--- src/rtl/pipe_stage_chain.sv ---
// Parametrised pipeline register chain with per-stage valid, stall (hold) and flush (kill),
// plus saturating stall/flush event counters for performance monitoring.
module pipe_stage_chain #(
  parameter int WIDTH = 64,
  parameter int DEPTH = 4,
  parameter int CNT_W = 16
) (
  input  logic                       clk,
  input  logic                       reset,
  input  logic                       in_valid,
  input  logic [WIDTH-1:0]           in_data,
  output logic                       in_ready,
  input  logic [DEPTH-1:0]           stall,
  input  logic [DEPTH-1:0]           flush,
  output logic [DEPTH-1:0]           out_valid,
  output logic [DEPTH*WIDTH-1:0]     out_data,
  output logic [$clog2(DEPTH+1)-1:0] occupancy,
  output logic [CNT_W-1:0]           stall_cnt,
  output logic [CNT_W-1:0]           flush_cnt
);

  localparam int OCC_W = $clog2(DEPTH+1);

  logic [DEPTH-1:0] hold;
  logic [DEPTH-1:0] valid_q;
  logic [WIDTH-1:0] data_q [DEPTH];

  // A stall at stage k freezes k and everything younger, so hold is a suffix-OR from the oldest end.
  always_comb begin
    logic acc;
    hold = '0;
    acc  = 1'b0;
    for (int k = DEPTH - 1; k >= 0; k--) begin
      acc     = acc | stall[k];
      hold[k] = acc;
    end
  end

  assign in_ready = ~hold[0];

  for (genvar k = 0; k < DEPTH; k++) begin : g_stage
    if (k == 0) begin : g_head
      always_ff @(posedge clk) begin
        if (reset || flush[0]) begin
          valid_q[0] <= 1'b0;
          data_q[0]  <= '0;
        end else if (!hold[0]) begin
          valid_q[0] <= in_valid;
          data_q[0]  <= in_data;
        end
      end
    end else begin : g_body
      // A stage whose younger neighbour is held receives a zeroed bubble instead of a duplicate.
      always_ff @(posedge clk) begin
        if (reset || flush[k]) begin
          valid_q[k] <= 1'b0;
          data_q[k]  <= '0;
        end else if (!hold[k]) begin
          if (hold[k-1]) begin
            valid_q[k] <= 1'b0;
            data_q[k]  <= '0;
          end else begin
            valid_q[k] <= valid_q[k-1];
            data_q[k]  <= data_q[k-1];
          end
        end
      end
    end
    assign out_data[k*WIDTH +: WIDTH] = data_q[k];
  end

  assign out_valid = valid_q;

  always_comb begin
    occupancy = '0;
    for (int k = 0; k < DEPTH; k++) begin
      occupancy = occupancy + OCC_W'(valid_q[k]);
    end
  end

  // Counters stick at all-ones so long runs never wrap to a misleadingly small value.
  always_ff @(posedge clk) begin
    if (reset) begin
      stall_cnt <= '0;
      flush_cnt <= '0;
    end else begin
      if (|stall && stall_cnt != '1) stall_cnt <= stall_cnt + 1'b1;
      if (|flush && flush_cnt != '1) flush_cnt <= flush_cnt + 1'b1;
    end
  end

endmodule

--- config.mk ---
export PLATFORM = sky130hd
export DESIGN_NAME = pipe_stage_chain
export DESIGN_NICKNAME = d
export VERILOG_FILES = /design/src/rtl/pipe_stage_chain.sv
export SDC_FILE = /design/constraint.sdc
export NUM_CORES = 1
export LEC_CHECK = 0
export CORE_AREA = 2 2 160 162
export CTS_CLUSTER_SIZE = 30
export DETAILED_ROUTE_END_ITERATION = 10
export DIE_AREA = 0 0 162 164
export PLACE_DENSITY = 0.9
export SETUP_SLACK_MARGIN = 0.5
export SKIP_LAST_GASP = 1
export SLEW_MARGIN = 20
export SYNTH_ARGS = -nofsm -noshare
export SYNTH_HDL_FRONTEND = slang
export SYNTH_SLANG_ARGS = --single-unit
--- constraint.sdc ---
create_clock -name clk -period 12.29 [get_ports clk]
set_input_delay 1.229 -clock clk [delete_from_list [all_inputs] [get_ports clk]]
set_output_delay 1.229 -clock clk [all_outputs]
set_load 0.02 [all_outputs]
==> metrics <==
Layout area overhead=43.90%; CTS Buffer Depth=3; most common cell after layout, fill and taps aside=clkdlybuf4s50_1; post-route core utilization=66.34%; P_leak=6.403 nW; Total GRT Usage=21.84%; die area=0.02657 sq mm; Rows=58; Final Cell Area=0.01647 sq mm; Hold Vio Cnt, Final=0; Port Buf Inserts=370; sequential power share=50.6%; CTS resizes=0; CP Capture Type=primary output; antenna violations before repair=2; clk root buf=clkbuf_16; Slowest-stage cell, CP=clkdlybuf4s50_1; CTS tree=built; Reg clk slew, reported paths=0.07 ns; Worst Reg2Reg Path Length in Cells=5; Final Non-Filler Cells=1,506; Mapped Nets=871; via count of the first global-routing pass=7,585; post-route setup TNS=0 ns; RePlAce Congestion=0.8468; Int Power=0.001759 W; DRC errors left=0; CP dominant cell by count=clkdlybuf4s50_1; Clk pwr share=40.0%; register area share after synthesis=73.48%; cells after synthesis=791; Register Area=0.008408 sq mm; Tmin final=5.122 ns; Critical Path Fanout Max=74; Core ar.=0.02482 sq mm; H-Tree Depth=1; total grt overflow=0; Max-cap violations=0; mapped cell area=0.01144 sq mm; Vias=7,745; hpwl dp=21,150 um; Gate power share=9.4%; IO Pins=371; final worst-path cycle share=41.68%; total setup buffers inserted after CTS=0; worst slew pin tran=1.049 ns; DRT iter0 DRCs=488; multi-input logic area=0.002851 sq mm; Initial Utilization=46.10%; worst path bufs/invs=3; final setup fails=0; Sw Share=22.12%; WL final=30,010 um; worst hold path class=flop to flop; clk sinks=292; Final ANT Viol Nets=0; Stages on worst setup path=5; type of the worst setup path=input port to primary output; outcome=completed; Num CTS Buffers=30; Crit path required time=11.06 ns; pwr/cell area=137.2 mW/mm^2; flops & latches, synth=292; worst rel slew slack=30.06%; DR vias/cell=5.143; worst path cell trace=clkdlybuf4s50_1 -> or3_4 -> or2_4 -> clkinv_2 -> clkdlybuf4s50_1; Post-synth EDFFs=256; Clock Latency Late Sink=0.54 ns; Clock Skew=0.008591 ns; cell count after placement=1,451; DRT Pass-1 Iters=5; largest net degree at the start of global routing=75; Worst EP arrival=3.89 ns; max frequency=195.2 MHz; cts hold-fix bufs=0; Distinct cells, synth=45; Post-synth top flop=edfxtp_1; post-layout net count=1,233; RSZ-0062 raised after global routing=false; Die Y=164 um; Hold Crit Depth=2; most frequent cells in the layout=clkdlybuf4s50_1 (369), edfxtp_1 (256), and2_1 (194), and3_1 (66), dfxtp_1 (36); Filler cells=1,730; Startpoint Class=input port; Routed WL per cell=19.92 um; layout cells sized above 1=6.388%; reported net switching power=0.0004996 W; Mean Syn Cell Area=14.47 sq um; Slew Limit Fails=0; Post-synth ARST share=0%; first-pass GRT wire length=44,260 um; final hold slack=0.5100 ns; Placed Area=0.01547 sq mm; VDD IR max=97.83 uV; Die X=162 um; Worst path top cell family by delay=buffers and inverters; Synthesis Warnings=0; crit-path max cell delay=0.75 ns
## final cells by class
class	count	share of cell area, %
Multi-Input combinational cell	438	17.32
Timing Repair Buffer	378	22.83
Sequential cell	292	51.06
Antenna cell	2	0.03040
Clock buffer	37	4.848
Inverter	13	0.3040
Tap cell	330	2.508
Clock inverter	16	1.102
## through the flow
step / setup slack (ns) / power [W]
after floorplan: 5.932 / 0.001246
after global placement: 7.044 / 0.001370
after detailed placement: 6.962 / 0.001377
after CTS: 6.962 / 0.002279
after global routing: 7.058 / 0.002329
final: 7.168 / 0.002259
## registers in the layout, summed over array words and instances, names as in the netlist
register	count
data_q	256
flush_cnt	16
out_valid	4
stall_cnt	16
## metal layers
layer  part of all wire, %  vias up  GRT usage (%)
met3                   7.5       68          4.747
met1                    36     3722          25.70
met4                   3.9        0          9.010
li1                      -     3587              -
met2                    52      368          38.96
met5                     0        -              0
## final timing paths
| check | from | endpoint | slack (ns) |
|---|---|---|---|
| setup / recovery | stall[3] | in_ready | 7.17 |
| hold / removal | out_valid[1] | out_valid[2] | 0.51 |
| setup reg to reg | stall_cnt[6] | stall_cnt[0] | 9.93 |
| hold reg to reg | out_valid[1] | out_valid[2] | 0.51 |
## power by group through the flow
stage / sequential [W] / combinational [W] / clock [W]
after floorplan: 0.00122 / 0.0000287 / 0
after global placement: 0.00116 / 0.000209 / 0
after detailed placement: 0.00116 / 0.000213 / 0
after CTS: 0.00114 / 0.000214 / 0.000922
after global routing: 0.00115 / 0.000221 / 0.000960
final: 0.00114 / 0.000212 / 0.000903
## worst reg2reg max path: cells and delay by family, from the launching register on
| kind | cells | cell delay [ns] |
|---|---|---|
| AO/OA/AOI/OAI | 1 | 0.11 |
| buffers and inverters | 1 | 0.27 |
| flip-flops | 1 | 0.49 |
| multiplexers | 1 | 0.32 |
| AND/OR/NAND/NOR | 2 | 1.06 |
## logic make-up (layout without fill, tap and decap cells)
kind of cell	count (synthesis)	in the layout	synth area share (%)
AO/OA/AOI/OAI	45	45	2.548
other	0	2	0
adder cells (fa/ha/maj)	5	5	0.6124
flip-flops	292	292	73.48
multiplexers	16	16	1.553
AND/OR/NAND/NOR	372	372	19.67
buffers and inverters	61	444	2.132
## synthesized netlist by cell type, types with 8 or more instances
cell	instances	area, sq um
nor4_1	8	50.05
nand2_1	19	71.32
nor2_1	21	78.83
nor3_1	9	45.04
edfxtp_1	256	7687
dfxtp_1	36	720.7
and3_1	66	412.9
a21oi_1	16	80.08
or4_1	8	60.06
clkbuf_1	43	161.4
mux2_2	14	157.7
nor2b_1	15	93.84
and2_1	194	1214
inv_1	12	45.04
(Power assumes the default switching activity.)
